==> src/rtl/uart_pkg.sv <==
// Shared constants, state encodings and helpers for the UART channel.
// Frame is 8N1 by default; defining UART_PARITY_EN selects 8E1.
package uart_pkg;

    localparam int          OVS        = 16;
    localparam int          FIFO_DEPTH = 16;
    localparam logic [15:0] RST_DIV    = 16'd26;

    localparam logic [3:0]  OVS_LAST   = 4'(OVS - 1);
    localparam logic [3:0]  OVS_MID    = 4'(OVS / 2 - 1);

    typedef enum logic [2:0] {
        TX_IDLE  = 3'd0,
        TX_START = 3'd1,
        TX_DATA  = 3'd2,
`ifdef UART_PARITY_EN
        TX_PARITY = 3'd3,
`endif
        TX_STOP  = 3'd4
    } tx_state_t;

    typedef enum logic [2:0] {
        RX_IDLE  = 3'd0,
        RX_START = 3'd1,
        RX_DATA  = 3'd2,
`ifdef UART_PARITY_EN
        RX_PARITY = 3'd3,
`endif
        RX_STOP  = 3'd4
    } rx_state_t;

    function automatic logic even_par(input logic [7:0] b);
        return ^b;
    endfunction

endpackage

==> src/rtl/uart_fifo.sv <==
// Show-ahead synchronous FIFO with exact occupancy count; DEPTH must be a power of two.
module uart_fifo
    import uart_pkg::*;
#(
    parameter int DATA_W = 8,
    parameter int DEPTH  = FIFO_DEPTH
) (
    input  logic                     clk,
    input  logic                     rst,
    input  logic                     wen,
    input  logic [DATA_W-1:0]        wdata,
    input  logic                     ren,
    output logic [DATA_W-1:0]        rdata,
    output logic                     empty,
    output logic                     full,
    output logic [$clog2(DEPTH):0]   usedw
);

    localparam int            AW       = $clog2(DEPTH);
    localparam logic [AW:0]   CNT_ONE  = (AW+1)'(1);
    localparam logic [AW:0]   CNT_FULL = (AW+1)'(DEPTH);
    localparam logic [AW-1:0] PTR_ONE  = AW'(1);

    logic [DATA_W-1:0] mem [DEPTH];
    logic [AW-1:0]     wr_ptr;
    logic [AW-1:0]     rd_ptr;
    logic              wr_ok;
    logic              rd_ok;

    assign empty = (usedw == '0);
    assign full  = (usedw == CNT_FULL);
    assign wr_ok = wen && !full;
    assign rd_ok = ren && !empty;
    // Head reads as zero while empty so the output is defined without resetting storage.
    assign rdata = empty ? '0 : mem[rd_ptr];

    always_ff @(posedge clk) begin
        if (wr_ok)
            mem[wr_ptr] <= wdata;
    end

    always_ff @(posedge clk or negedge rst) begin
        if (!rst) begin
            wr_ptr <= '0;
            rd_ptr <= '0;
            usedw  <= '0;
        end else begin
            if (wr_ok)
                wr_ptr <= wr_ptr + PTR_ONE;
            if (rd_ok)
                rd_ptr <= rd_ptr + PTR_ONE;
            case ({wr_ok, rd_ok})
                2'b10:   usedw <= usedw + CNT_ONE;
                2'b01:   usedw <= usedw - CNT_ONE;
                default: usedw <= usedw;
            endcase
        end
    end

endmodule

==> src/rtl/uart_chan.sv <==
// UART channel: baud divider, TX/RX state machines and two 16-deep FIFOs.
// Define UART_PARITY_EN for an 8E1 frame; otherwise the frame is 8N1.
module uart_chan
    import uart_pkg::*;
#(
    parameter logic [15:0] RST_BAUD = RST_DIV
) (
    input  logic        clk,
    input  logic        rst,
    input  logic        latch_baud,
    input  logic [15:0] baud_word,
    input  logic        self_loop,
    input  logic        tx_fifo_wen,
    input  logic [7:0]  tx_fifo_wdata,
    output logic        tx_fifo_empty,
    output logic        tx_fifo_full,
    output logic [4:0]  tx_fifo_usedw,
    input  logic        rx_fifo_ren,
    output logic [7:0]  rx_fifo_rdata,
    output logic        rx_fifo_empty,
    output logic        rx_fifo_full,
    output logic [4:0]  rx_fifo_usedw,
    output logic        tx_work,
    output logic        rx_overflow,
    output logic        rx_parity_err,
    output logic        txd,
    input  logic        rxd
);

    logic [15:0] baud_reg;
    logic [15:0] div_cnt;
    logic        tick;

    tx_state_t   tx_state;
    logic [3:0]  tx_tick_cnt;
    logic [2:0]  tx_bit_cnt;
    logic [2:0]  tx_bit_nxt;
    logic [7:0]  tx_byte;
    logic [7:0]  tx_rdata;
    logic        tx_line;
    logic        tx_bit_end;
    logic        tx_pop;

    rx_state_t   rx_state;
    logic [3:0]  rx_tick_cnt;
    logic [2:0]  rx_bit_cnt;
    logic [7:0]  rx_byte;
    logic        rx_src;
    logic        rxd_p0;
    logic        rxd_p1;
    logic        rx_in;
    logic        rx_idle_seen;
    logic        rx_bit_end;
    logic        rx_push;
`ifdef UART_PARITY_EN
    logic        rx_par_bad;
`endif

    // Baud tick: one pulse every baud_reg+1 clocks, restarted by latch_baud.
    assign tick = (div_cnt == baud_reg) && !latch_baud;

    always_ff @(posedge clk or negedge rst) begin
        if (!rst) begin
            baud_reg <= RST_BAUD;
            div_cnt  <= '0;
        end else if (latch_baud) begin
            baud_reg <= baud_word;
            div_cnt  <= '0;
        end else if (tick) begin
            div_cnt  <= '0;
        end else begin
            div_cnt  <= div_cnt + 16'd1;
        end
    end

    uart_fifo #(.DATA_W(8), .DEPTH(FIFO_DEPTH)) u_tx_fifo (
        .clk   (clk),
        .rst   (rst),
        .wen   (tx_fifo_wen),
        .wdata (tx_fifo_wdata),
        .ren   (tx_pop),
        .rdata (tx_rdata),
        .empty (tx_fifo_empty),
        .full  (tx_fifo_full),
        .usedw (tx_fifo_usedw)
    );

    uart_fifo #(.DATA_W(8), .DEPTH(FIFO_DEPTH)) u_rx_fifo (
        .clk   (clk),
        .rst   (rst),
        .wen   (rx_push),
        .wdata (rx_byte),
        .ren   (rx_fifo_ren),
        .rdata (rx_fifo_rdata),
        .empty (rx_fifo_empty),
        .full  (rx_fifo_full),
        .usedw (rx_fifo_usedw)
    );

    // ---------------- transmitter ----------------
    assign tx_bit_end = tick && (tx_tick_cnt == OVS_LAST);
    assign tx_bit_nxt = tx_bit_cnt + 3'd1;
    assign tx_pop     = !tx_fifo_empty &&
                        ((tx_state == TX_IDLE && tick) || (tx_state == TX_STOP && tx_bit_end));
    assign txd        = self_loop ? 1'b1 : tx_line;

    always_ff @(posedge clk) begin
        if (tx_pop)
            tx_byte <= tx_rdata;
    end

    always_ff @(posedge clk or negedge rst) begin
        if (!rst) begin
            tx_state    <= TX_IDLE;
            tx_tick_cnt <= '0;
            tx_bit_cnt  <= '0;
            tx_line     <= 1'b1;
            tx_work     <= 1'b0;
        end else begin
            // The 4-bit tick counter wraps by itself at each bit boundary.
            if (tick && tx_state != TX_IDLE)
                tx_tick_cnt <= tx_tick_cnt + 4'd1;
            case (tx_state)
                TX_IDLE: begin
                    if (tx_pop) begin
                        tx_state    <= TX_START;
                        tx_tick_cnt <= '0;
                        tx_line     <= 1'b0;
                        tx_work     <= 1'b1;
                    end
                end
                TX_START: begin
                    if (tx_bit_end) begin
                        tx_state   <= TX_DATA;
                        tx_bit_cnt <= '0;
                        tx_line    <= tx_byte[0];
                    end
                end
                TX_DATA: begin
                    if (tx_bit_end) begin
                        if (tx_bit_cnt == 3'd7) begin
`ifdef UART_PARITY_EN
                            tx_state <= TX_PARITY;
                            tx_line  <= even_par(tx_byte);
`else
                            tx_state <= TX_STOP;
                            tx_line  <= 1'b1;
`endif
                        end else begin
                            tx_bit_cnt <= tx_bit_nxt;
                            tx_line    <= tx_byte[tx_bit_nxt];
                        end
                    end
                end
`ifdef UART_PARITY_EN
                TX_PARITY: begin
                    if (tx_bit_end) begin
                        tx_state <= TX_STOP;
                        tx_line  <= 1'b1;
                    end
                end
`endif
                TX_STOP: begin
                    if (tx_bit_end) begin
                        if (tx_pop) begin
                            tx_state <= TX_START;
                            tx_line  <= 1'b0;
                        end else begin
                            tx_state <= TX_IDLE;
                            tx_work  <= 1'b0;
                        end
                    end
                end
                default: begin
                    tx_state <= TX_IDLE;
                    tx_line  <= 1'b1;
                    tx_work  <= 1'b0;
                end
            endcase
        end
    end

    // ---------------- receiver ----------------
    assign rx_src      = self_loop ? tx_line : rxd;
    assign rx_in       = rxd_p1;
    assign rx_bit_end  = tick && (rx_tick_cnt == OVS_LAST);
    assign rx_overflow = rx_push && rx_fifo_full;

    // Synchronizer resets low so the line must be seen high before any start is accepted.
    always_ff @(posedge clk or negedge rst) begin
        if (!rst) begin
            rxd_p0 <= 1'b0;
            rxd_p1 <= 1'b0;
        end else begin
            rxd_p0 <= rx_src;
            rxd_p1 <= rxd_p0;
        end
    end

    always_ff @(posedge clk) begin
        if (rx_state == RX_DATA && rx_bit_end)
            rx_byte <= {rx_in, rx_byte[7:1]};
    end

    always_ff @(posedge clk or negedge rst) begin
        if (!rst) begin
            rx_state     <= RX_IDLE;
            rx_tick_cnt  <= '0;
            rx_bit_cnt   <= '0;
            rx_idle_seen <= 1'b0;
            rx_push      <= 1'b0;
`ifdef UART_PARITY_EN
            rx_par_bad    <= 1'b0;
            rx_parity_err <= 1'b0;
`endif
        end else begin
            rx_push <= 1'b0;
`ifdef UART_PARITY_EN
            rx_parity_err <= 1'b0;
`endif
            if (rx_in)
                rx_idle_seen <= 1'b1;
            if (tick && rx_state != RX_IDLE)
                rx_tick_cnt <= rx_tick_cnt + 4'd1;
            case (rx_state)
                RX_IDLE: begin
                    if (rx_idle_seen && !rx_in) begin
                        rx_state    <= RX_START;
                        rx_tick_cnt <= '0;
                    end
                end
                RX_START: begin
                    if (tick && rx_tick_cnt == OVS_MID) begin
                        rx_tick_cnt <= '0;
                        if (!rx_in) begin
                            rx_state   <= RX_DATA;
                            rx_bit_cnt <= '0;
                        end else begin
                            rx_state   <= RX_IDLE;
                        end
                    end
                end
                RX_DATA: begin
                    if (rx_bit_end) begin
                        if (rx_bit_cnt == 3'd7) begin
`ifdef UART_PARITY_EN
                            rx_state <= RX_PARITY;
`else
                            rx_state <= RX_STOP;
`endif
                        end else begin
                            rx_bit_cnt <= rx_bit_cnt + 3'd1;
                        end
                    end
                end
`ifdef UART_PARITY_EN
                RX_PARITY: begin
                    if (rx_bit_end) begin
                        rx_par_bad <= (rx_in != even_par(rx_byte));
                        rx_state   <= RX_STOP;
                    end
                end
`endif
                RX_STOP: begin
                    if (rx_bit_end) begin
                        rx_state <= RX_IDLE;
                        // A low stop bit also forces a fresh idle before the next start.
                        if (!rx_in)
                            rx_idle_seen <= 1'b0;
`ifdef UART_PARITY_EN
                        else if (rx_par_bad)
                            rx_parity_err <= 1'b1;
`endif
                        else
                            rx_push <= 1'b1;
                    end
                end
                default: begin
                    rx_state <= RX_IDLE;
                end
            endcase
        end
    end

`ifndef UART_PARITY_EN
    assign rx_parity_err = 1'b0;
`endif

endmodule
==> config.mk <==
export PLATFORM = sky130hd
export DESIGN_NAME = uart_chan
export DESIGN_NICKNAME = d
export VERILOG_FILES = /design/src/rtl/uart_pkg.sv /design/src/rtl/uart_fifo.sv /design/src/rtl/uart_chan.sv
export SDC_FILE = /design/constraint.sdc
export NUM_CORES = 1
export LEC_CHECK = 0
export BUFFER_PORTS_ARGS = -buffer_cell sky130_fd_sc_hd__buf_4
export CAP_MARGIN = 20
export CORE_UTILIZATION = 46
export CTS_CLUSTER_SIZE = 20
export DETAILED_ROUTE_END_ITERATION = 6
export PLACE_DENSITY_LB_ADDON = 0.15
export SKIP_CTS_REPAIR_TIMING = 1
export SLEW_MARGIN = 20
export SYNTH_ARGS = -nofsm -noshare
export SYNTH_HDL_FRONTEND = slang
export SYNTH_HIERARCHICAL = 1
export SYNTH_SLANG_ARGS = --single-unit
==> constraint.sdc <==
create_clock -name clk -period 8.29 [get_ports clk]
set_input_delay 0.4145 -clock clk [delete_from_list [all_inputs] [get_ports clk]]
set_output_delay 0.4145 -clock clk [all_outputs]
set_load 0.005 [all_outputs]
# [Yosys cells after proc, flatten, opt, wreduce, memory -nomap -nowiden]
# Memories as Yosys holds them, arrays and structs flattened. A register that Yosys moved wholly into a read port is not among the register bits.
# Cells that the tools add are included.
[word_totals] output_inout_bits=26 ramBits=256 memories=2 latchBits=0 register_bits=92 rom_bits=0 input_bits=31 word_cells=170
[memory_table] name="u_rx_fifo.mem" depth=16 word_bits=8 read_ports=1 rd_clocked_by_memory_dff=0 wr=1 line="uart_fifo.sv:24" rtl="logic [DATA_W-1:0] mem [DEPTH];"
[memory_table] name="u_tx_fifo.mem" depth=16 word_bits=8 read_ports=1 rd_clocked_by_memory_dff=1 wr=1 line="uart_fifo.sv:24"
[classes] muxes=60 n_lt_le_gt_ge=1 n_reduce_logical=40 div_mod_pow=0 eq_ne=32 bitwise_logic=1 n_addsub=13 n_shift=0 mul=0
[ops] cell="2-to-1 mux 3 bit" n=17
[ops] cell="2-to-1 mux 16 bit" n=2
[ops] cell="adder 4 x 1 -> 4 bit (second input constant)" n=6
[ops] cell="2-to-1 mux 4 bit" n=6
[ops] cell="inequality test 2 bit (second input constant)" n=12
[ops] cell="one-hot mux 3 bit (4 select lines)" n=2
[ops] cell="2-to-1 mux 1 bit" n=23
[ops] cell="one-hot mux 5 bit (2 select lines)" n=2
[ops] cell="adder 16 x 1 -> 16 bit (second input constant)" n=1
[ops] cell="equality test 16 bit" n=1
[ops] cell="logical AND 1 bit" n=16
[ops] cell="AND reduction 5 bit" n=3
[ops] cell="equality test 3 bit (second input constant)" n=4
[ops] cell="one-hot mux 3 bit (2 select lines)" n=2
[ops] cell="adder 5 x 1 -> 5 bit (second input constant)" n=2
[ops] cell="equality test 5 bit (second input constant)" n=2
[ops] cell="zero test 5 bit" n=2
[ops] cell="subtractor 5 x 1 -> 5 bit (second input constant)" n=2
[ops] cell="equality test 4 bit (second input constant)" n=2
[ops] cell="2-to-1 mux 8 bit" n=1
[ops] cell="one-hot mux 4 bit (2 select lines)" n=1
[ops] cell="AND reduction 4 bit" n=2
[ops] cell="nonzero test 2 bit" n=4
[ops] cell="adder 3 x 1 -> 3 bit (second input constant)" n=2
[ops] cell="other kinds (18)" n=30

# [Logic depth before layout (Yosys ltp)]
# Gate-level depths: netlist of the first run.
[depth] word_depth=9 mapped_depth=17 ltp_nobuf=14

# [Cells and area by module]
# The synthesis of the first run kept the hierarchy.
[by_module_without_submodules] mod="uart_fifo (u_tx_fifo)" area_per_inst_um2=5889.4 cells_each=309 seq_area_each_um2=4169.0 instances=1
[by_module_without_submodules] mod="uart_fifo (u_rx_fifo)" area_per_inst_um2=5884.4 cells_each=308 seq_area_each_um2=4169.0 instances=1
[by_module_without_submodules] mod="uart_chan" area_per_inst_um2=3656.0 cells_each=315 seq_area_each_um2=1936.9 instances=1

# [Worst setup path after synthesis of the first run]
# Ideal clock, no wire load.
[synth_timing] path_type="register to register" start="register u_tx_fifo.usedw[2]" end="register u_tx_fifo.usedw[4]" path_slack_ns=4.417 t_arrival_ns=3.729 t_required_ns=8.146 setup_time_ns=0.144 n_path_buf=3 stages_incl_launch_ff=18 synth_period_minus_slack_ns=3.873 path_cell_list="dfrtp_1 clkbuf_1 nor4_1 nand2b_1 buf_4 inv_1 a2111o_1 nor2_1 nand2_1 inv_1 ha_1 clkbuf_1 xor2_1 ha_1 o211ai_1 nor4bb_1 a2111oi_0 o211ai_1"
[synth_via] elab_chain_cells=6 word_cells_on_any_way=13 classes_between="2 x add/sub; 3 x eq/ne; 1 x mux; 7 x reduce/logical"
[synth_rtl] item="from (decl)" line="uart_fifo.sv:16" rtl="output logic [$clog2(DEPTH):0] usedw"
[synth_rtl] item="from (signal assigned)" line="uart_fifo.sv:53" rtl="2'b10: usedw <= usedw + CNT_ONE;"
[synth_rtl] item="from (signal assigned)" line="uart_fifo.sv:54" rtl="2'b01: usedw <= usedw - CNT_ONE;"
[synth_rtl] item="from (signal assigned)" line="uart_fifo.sv:55" rtl="default: usedw <= usedw;"
[synth_rtl] item="zero test 5 bit (*)" line="uart_fifo.sv:30" rtl="assign empty = (usedw == '0);"
[synth_rtl] item="named net tx_fifo_empty" line="uart_chan.sv:15" rtl="output logic tx_fifo_empty,"
[synth_rtl] item="zero test 1 bit (*)" line="uart_chan.sv:103" rtl="assign tx_pop = !tx_fifo_empty &&"
[synth_rtl] item="logical AND 1 bit (*)" line="uart_chan.sv:103"
[synth_rtl] item="named net tx_pop" line="uart_chan.sv:42" rtl="logic tx_pop;"
[synth_rtl] item="logical AND 1 bit (*)" line="uart_fifo.sv:33" rtl="assign rd_ok = ren && !empty;"
[synth_rtl] item="named net u_tx_fifo.rd_ok" line="uart_fifo.sv:28" rtl="logic rd_ok;"
[synth_rtl] item="equality test 2 x 1 -> 1 bit / equality test 2 bit (equally long branches)" line="uart_fifo.sv:52" rtl="case ({wr_ok, rd_ok})"
[synth_rtl] item="one-hot mux 5 bit (2 select lines) / nonzero test 2 bit (equally long branches)"
# The timed path passes the listed nets; every way through them passes the cells marked *.
# A chain may end at the register's enable or synchronous reset.

# [Worst setup path in the final report of the first run]
[layout_timing] start="register div_cnt[15]" end="register u_tx_fifo.usedw[4]"
[layout_via] elab_chain_cells=9 word_cells_on_any_way=12 classes_between="3 x eq/ne; 1 x mux; 8 x reduce/logical"
[layout_rtl] item="from (decl)" line="uart_chan.sv:31" rtl="logic [15:0] div_cnt;"
[layout_rtl] item="from (signal assigned)" line="uart_chan.sv:72" rtl="div_cnt <= div_cnt + 16'd1;"
[layout_rtl] item="equality test 16 bit (*)" line="uart_chan.sv:60" rtl="assign tick = (div_cnt == baud_reg) && !latch_baud;"
[layout_rtl] item="logical AND 1 bit (*)" line="uart_chan.sv:60"
[layout_rtl] item="logical AND 1 bit" line="uart_chan.sv:101" rtl="assign tx_bit_end = tick && (tx_tick_cnt == OVS_LAST);"
[layout_rtl] item="logical AND 1 bit" line="uart_chan.sv:104" rtl="((tx_state == TX_IDLE && tick) || (tx_state == TX_STOP && tx_bit_end));"
[layout_rtl] item="logical OR 1 bit (*)" line="uart_chan.sv:104"
[layout_rtl] item="logical AND 1 bit (*)" line="uart_chan.sv:103"
[layout_rtl] item="named net tx_pop" line="uart_chan.sv:42"
[layout_rtl] item="logical AND 1 bit (*)" line="uart_fifo.sv:33"
[layout_rtl] item="named net u_tx_fifo.rd_ok" line="uart_fifo.sv:28"
[layout_rtl] item="equality test 2 x 1 -> 1 bit / equality test 2 bit (equally long branches)" line="uart_fifo.sv:52"
[layout_rtl] item="one-hot mux 5 bit (2 select lines) / nonzero test 2 bit (equally long branches)"
# Marks and branches as above.

==> run_results.csv, run 1 <==
group,metric,value,unit
run_status,status,"finished clean",
synthesis,ys_seq_elements,356,
synthesis,synth_fp_nets,988,
timing,setup_viol,0,
die,dieArea,34280,sq um
cells_and_area,reg_top3,"u_rx_fifo/mem: 128 flops, u_tx_fifo/mem: 128 flops",
clocking,cts_sinks,356,
synthesis,seq_area_frac_synth,66.59,%
cells_and_area,multi_input_area,4722,sq um
pwr,peakVddDrop,204.1,uV
global_route,grt-busiest-layer,"met2",
setup_path,critPathArrivalTime,4.85,ns
hold_path,hold_class,"primary input to flip-flop",
cells_and_area,regArea,10270,sq um
setup_path,max_stage_delay,0.68,ns
setup_path,slowest_stage,"nor2_1",
pwr,p_leak,6.140,nW
die,coreArea,32780,sq um
global_route,grt_pass1_vias,8068,
routing,drt-pass1-iter-count,4,
synthesis,ys_warn_count,6,
cells_and_area,diodes,0,
global_route,met1_usage,24.13,%
clocking,htree_levels,2,
timing,rsz0062_at_grt,"false",
global_route,grt_overflow_total,0,
clocking,clkTransAtPathRegs,0.06,ns
routing,avgRoutedWirePerCell,19.86,um
cells_and_area,drive_above_1_share,22.87,%
global_route,antenna_found_initial,0,
die,dieHeight,185.1,um
cells_and_area,areaGrowthSynthToFinish,12.54,%
setup_path,cp_top_family,"simple AND/OR/NAND/NOR gates",
synthesis,netlist_area,15430,sq um
synthesis,synth_ff_type,"edfxtp_1",
die,die_w,185.1,um
setup_path,cp.required,8.67,ns
synthesis,yosysTopAreaCell,"edfxtp_1",
global_route,grtUsageTotal,17.57,%
synthesis,synth.distinct_cells,75,
global_route,grt_max_degree,55,
timing,worst_pin_slew,1.088,ns
setup_path,worstSetupPathType,"flip-flop to flip-flop",
pwr,total_power,4.600,mW
timing,fin_crit_sh,53.90,%
global_route,use_met2,29.13,%
clocking,numCtsBuffers,38,
routing,drtIter0Drc,474,
placement,gp_congestion,0.7578,
timing,slew_headroom,27.21,%
placement,portBuffers,55,
cells_and_area,nFillCells,2659,
synthesis,synth_area_leaders,"edfxtp_1 (53%), dfrtp_1 (13%), mux4_2 (6.7%)",
setup_path,critical_path_buf_inv_count,1,
clocking,cts_buffer_depth,3,
die,rows,66,
routing,route.detailed.drc,0,
timing,fin_crit,4.468,ns
setup_path,setup.worst_path.start_class,"flip-flop",
routing,drtAntennaViolNets,0,
pwr,powerDensity,264.9,nW/um^2
clocking,cts_tree,"built",
routing,vias,8027,
timing,tns,0,ns
timing,hold_violations,0,
timing,timing.fmax,0.2238,GHz
synthesis,syn_avg_cell_area,16.56,sq um
clocking,clock_latency,0.52,ns
clocking,root_buffer,"clkbuf_16",
cells_and_area,post-route-util,52.97,%
timing,slew_violations,0,
setup_path,crit_path_max_fanout,12,
routing,viasPerCell,5.494,
cells_and_area,nets,1048,
routing,routed_wirelength,29010,um
die,io-pin-count,57,
synthesis,synthCells,932,
setup_path,crit_chain,"xor2_1, nor4_2, and3_1, nand2_2, nor2_1, nand2_1, inv_1, ha_1, xor2_1, ha_1, o211ai_1, nor4bb_1, a2111oi_0, o211ai_1",
placement,dpl.hpwl,18250,um
synthesis,synth_edf_count,272,
global_route,grt_use_met3,2.694,%
timing,clock_skew,0.01416,ns
global_route,grt_pass1_wl,45530,um
setup_path,endpoint_kind,"flip-flop",
synthesis,async_reset_ff_share,23.60,%
die,start_util,47.07,%
job,max-cap-violations,0,
synthesis,synth_top_area_share,52.94,%
==> power breakdown <==
part           leakage [nW]  switching, mW  internal [mW]  total [mW]
combinational          2.06          0.412          0.425       0.838
clock                 0.585          0.662          0.956        1.62
sequential             3.50          0.106           2.04        2.14
==> layout by cell type (no fill, tap or decap), types with 20 or more instances in the layout <==
master     instances
xnor2_1           24
edfxtp_1         272
a21oi_1           23
mux2_2            39
mux4_2            46
xor2_1            27
ha_1              25
o21ai_0           22
inv_1             23
mux4_1            20
dfrtp_1           80
buf_4             70
mux2i_1           22
nor2_1            60
nand2_1           35
clkbuf_16         41
==> cell families (layout without fill, tap and decap cells) <==
group	count (synthesis)	in the layout	synth area share (%)
buffers and inverters	74	161	2.870
flip-flops	356	356	66.59
XOR/XNOR	51	51	2.895
AO/OA/AOI/OAI	96	96	4.144
AND/OR/NAND/NOR	201	201	6.982
other	1	1	0.02430
multiplexers	128	128	14.47
adder cells (fa/ha/maj)	25	25	2.027
==> per-layer routing <==
layer | vias up | wire (um)
met4 | 0 | 549
met2 | 138 | 14160
met3 | 41 | 952
met5 | - | 0
li1 | 3740 | -
met1 | 4108 | 13340
==> final cells by class <==
type | count | area share [%]
Sequential cell | 356 | 59.17
Multi-Input combinational cell | 502 | 27.19
Clock buffer | 46 | 6.016
Tap cell | 442 | 3.185
Timing Repair Buffer | 71 | 3.084
Clock inverter | 21 | 0.8574
Inverter | 23 | 0.4972
==> path summary, 6_finish.rpt <==
kind / startpoint / end / slack, ns / cells past startpoint
setup / recovery: div_cnt[15]$_DFF_PN0_ / u_tx_fifo/usedw[4]$_DFFE_PN0P_ / 3.82 / 14
hold / removal: baud_word[14] / baud_reg[14]$_DFFE_PN0P_ / 0.13 / 2
setup reg to reg: div_cnt[15]$_DFF_PN0_ / u_tx_fifo/usedw[4]$_DFFE_PN0P_ / 3.82 / 14
hold reg to reg: rxd_p0$_DFF_PN0_ / rx_in$_DFF_PN0_ / 0.35 / 0
max in group asynchronous: rst / div_cnt[8]$_DFF_PN0_ / 6.84 / 3
min in group asynchronous: rst / u_rx_fifo/usedw[2]$_DFFE_PN0P_ / 0.38 / 2
==> metrics by stage <==
stage	std cells	worst slack [ns]	hold WS [ns]	cell area [sq um]
final	1461	3.822	0.1283	17370
after global routing	1461	3.403	0.1211	17370
after CTS	1460	3.800	-0.1574	17350
after detailed placement	1393	3.817	0.3378	16160
after global placement	1393	3.944	0.3356	16160
after floorplan	932	4.417	0.1189	15430
==> Yosys cell counts, drive strengths merged (4+ instances only) <==
master	count
edfxtp	272
dfrtp	80
mux4	66
nor2	60
mux2	40
nand2	37
buf	36
o21ai	31
xor2	27
ha	25
xnor2	24
a21oi	23
inv	23
mux2i	22
nor3	18
nand3	17
clkbuf	15
nor4	11
and3	10
nand4	8
nor2b	7
nand2b	6
nor3b	6
a21boi	5
and2	4
dfstp	4
nand3b	4
o22ai	4
o41ai	4
No activity file was read; power rests on OpenSTA's default activity.
==> run 2, diff against run 1 <==
--- a/config.mk
+++ b/config.mk
@@ -5,6 +5,7 @@
 export SDC_FILE = /design/constraint.sdc
 export NUM_CORES = 1
 export LEC_CHECK = 0
+export ABC_AREA = 1
 export BUFFER_PORTS_ARGS = -buffer_cell sky130_fd_sc_hd__buf_4
 export CAP_MARGIN = 20
 export CORE_UTILIZATION = 46
==> constraint.sdc (replaced) <==
create_clock -name clk -period 3.9 [get_ports clk]
set_input_delay 0.195 -clock clk [delete_from_list [all_inputs] [get_ports clk]]
set_output_delay 0.195 -clock clk [all_outputs]
set_load 0.005 [all_outputs]
==> run 2 against run 1 <==
- synthesized cell count increased by 64%
- die area increased by 2.8%
- worst setup slack got worse by 2.9 ns
- via count increased by 32%
- critical path depth increased by 3
- wire length increased by 19%
- sequential share of layout area decreased by 1.9 points
- cell count increased by 42%
- clock power increased by 110%
- critical endpoint unchanged
- largest cell class unchanged
==> run_results.csv, run 2 <==
group,metric,value,unit
routing,avgRoutedWirePerCell,16.54,um
die,start_util,47.06,%
cells_and_area,areaGrowthSynthToFinish,13.15,%
setup_path,worstSetupPathType,"flip-flop to flip-flop",
clocking,clkTransAtPathRegs,0.06,ns
timing,rsz0062_at_grt,"false",
pwr,powerDensity,569.9,nW/um^2
setup_path,critPathArrivalTime,3.40,ns
synthesis,yosysMostFrequentCell,"nand2_1",
die,io-pin-count,57,
hold_path,hold_depth,1,
setup_path,setup.worst_path.start_class,"flip-flop",
die,dieHeight,187.7,um
timing,timing.fmax,0.3335,GHz
setup_path,endpoint_kind,"flip-flop",
synthesis,synth_area_leaders,"edfxtp_1 (51%), dfrtp_1 (13%), nand2_1 (12%)",
timing,worst_pin_slew,0.9208,ns
cells_and_area,reg_top3,"u_rx_fifo/mem: 128 flops, u_tx_fifo/mem: 128 flops",
clocking,cts_tree,"built",
global_route,grt_pass1_wl,55580,um
synthesis,async_reset_ff_share,23.60,%
clocking,cts_sinks,356,
synthesis,synth_common_cells,"nand2_1 (499), edfxtp_1 (272), nand3_1 (242)",
setup_path,reg2regPathDepth,17,
routing,drt-pass1-iter-count,5,
synthesis,synth_top_area_share,51.50,%
timing,whs,0.004434,ns
pwr,total_power,10.23,mW
routing,viasPerCell,5.084,
routing,route.detailed.drc,0,
routing,dr_wl_met3,1299,um
synthesis,synthCells,1529,
global_route,grtUsageTotal,19.96,%
die,die_w,187.7,um
global_route,grt_overflow_total,0,
global_route,grt_max_degree,70,
routing,wl_met1,15830,um
cells_and_area,nets,1659,
synthesis,yosys.area_share.xor_xnor,1.436,%
global_route,antenna_found_initial,0,
synthesis,synth_fp_nets,1585,
die,rows,67,
cells_and_area,layout_common_cells,"nand2_1 (499), edfxtp_1 (272), nand3_1 (242)",
timing,fin_crit,2.998,ns
timing,slew_violations,0,
cells_and_area,design_area,17950,sq um
placement,placed_area,16560,sq um
synthesis,yosysTopAreaCell,"edfxtp_1",
setup_path,cp.required,4.30,ns
pwr,peakVddDrop,713.6,uV
synthesis,ys_warn_count,6,
pwr,p_leak,7.301,nW
synthesis,netlist_area,15860,sq um
synthesis,ys_seq_elements,356,
synthesis,synth_top_family_by_area,"simple AND/OR/NAND/NOR gates",
clocking,root_buffer,"clkbuf_16",
synthesis,synth_edf_count,272,
cells_and_area,diodes,0,
routing,vias,10580,
placement,portBuffers,55,
setup_path,rrSetupSlack,0.90,ns
cells_and_area,drive_above_1_share,11.21,%
clocking,numCtsBuffers,39,
synthesis,synth-compound-area-share,3.014,%
routing,routed_wirelength,34420,um
clocking,htree_levels,2,
die,dieArea,35230,sq um
global_route,grt_pass1_vias,10320,
synthesis,synth-simple-area-share,23.64,%
synthesis,synth.area.mux_share,0.07100,%
hold_path,hold_class,"primary input to flip-flop",
timing,fin_crit_sh,76.87,%
setup_path,worstReg2RegStart,"tx_tick_cnt[0]$_DFF_PN0_",
routing,drtIter0Drc,591,
synthesis,syn_avg_cell_area,10.37,sq um
timing,slew_headroom,38.62,%
timing,hold_violations,0,
clocking,cts_buffer_depth,3,
timing,setup_viol,0,
placement,dpl.hpwl,21200,um
setup_path,crit_path_max_fanout,12,
routing,top_layer,"met4",
cells_and_area,nFillCells,3019,
run_status,status,"finished clean",
cells_and_area,final_common_cell,"nand2_1",
hold_path,hold_start,"tx_fifo_wdata[5]",
routing,wl_met2,16480,um
timing,tns,0,ns
job,max-cap-violations,0,
die,coreArea,33700,sq um
clocking,clock_latency,0.53,ns
synthesis,seq_area_frac_synth,64.78,%
timing,clock_skew,0.02368,ns
synthesis,synth_ff_type,"edfxtp_1",
placement,gp_congestion,0.7988,
synthesis,synth.distinct_cells,43,
routing,drtAntennaViolNets,0,
synthesis,synthAdderAreaFrac,1.972,%
hold_path,min_to,"u_tx_fifo/mem[9][5]$_DFFE_PP_",
setup_path,r2r-end,"u_tx_fifo/usedw[4]$_DFFE_PN0P_",
## run 2: changes by cell type after synthesis, sizes merged, moves of 7 or more
cell and change:
nand2 +467, nand3 +226, inv +83, mux4 -66, mux2 -39, nor2 +24, mux2i -22, xnor2 -19
buf +13, o21ai +11, and3 -10, nor4 -8, nor2b -7
## run 2: layer usage
layer / up-vias / track usage, %
li1: 5328 / -
met1: 4989 / 27.52
met2: 209 / 32.85
met3: 54 / 2.676
met4: 0 / 6.254
met5: - / 0
## run 2: report_power, final
group | leakage [nW] | switching, mW | internal [mW]
sequential | 3.51 | 0.211 | 4.33
clock | 0.577 | 1.42 | 1.96
combinational | 3.21 | 1.47 | 0.832
total | 7.30 | 3.11 | 7.12
## run 2: worst max-delay path: stages, from the launching register on
cell     delay (ns)
dfrtp_1        0.38
ha_1           0.17
nand2_1        0.07
nor2_1         0.09
inv_1          0.13
a211o_1        0.38
nor2_8         0.24
nand2_2        0.10
inv_2          0.12
ha_1           0.31
xor2_1         0.24
ha_1           0.18
a21o_1         0.11
nand3_1        0.11
nand2_1        0.09
nand2_1        0.04
nand3_1        0.06
nand2_1        0.06
## run 2: worst max path at each step
stage,startpoint,to,slack (ns)
floorplan,baud_reg[3]$_DFFE_PN1P_,u_tx_fifo/usedw[4]$_DFFE_PN0P_,1.19
global placement,baud_reg[1]$_DFFE_PN1P_,u_tx_fifo/usedw[4]$_DFFE_PN0P_,1.03
detailed placement,baud_reg[3]$_DFFE_PN1P_,u_tx_fifo/usedw[4]$_DFFE_PN0P_,0.92
CTS,baud_reg[3]$_DFFE_PN1P_,u_tx_fifo/usedw[4]$_DFFE_PN0P_,0.88
global route,tx_tick_cnt[0]$_DFF_PN0_,u_tx_fifo/usedw[4]$_DFFE_PN0P_,0.59
finish,tx_tick_cnt[0]$_DFF_PN0_,u_tx_fifo/usedw[4]$_DFFE_PN0P_,0.90
## run 2: final cells by class
type	count	area (sq um)	share of cell area [%]
Sequential cell	356	10280	57.27
Multi-Input combinational cell	1009	4792	26.70
Clock buffer	54	1052	5.863
Timing Repair Buffer	91	750.7	4.183
Tap cell	448	560.5	3.123
Inverter	106	397.9	2.217
Clock inverter	17	115.1	0.6414
## run 2: logic make-up after synthesis
group,count (synthesis)
compound gates,85
xor+xnor,26
other cells,1
mux,1
fa+ha+maj,25
simple gates,871
buf+inv,164
flops,356
## run 2: stage by stage
stage	worst slack (ns)	utilization, %	cells
4_1_cts	0.8792	52.60	2059
2_1_floorplan	1.188	-	1529
3_5_place_dp	0.9189	49.13	1988
5_1_grt	0.5924	53.25	2081
3_3_place_gp	1.026	49.06	1987
6_report	0.9019	53.25	2081
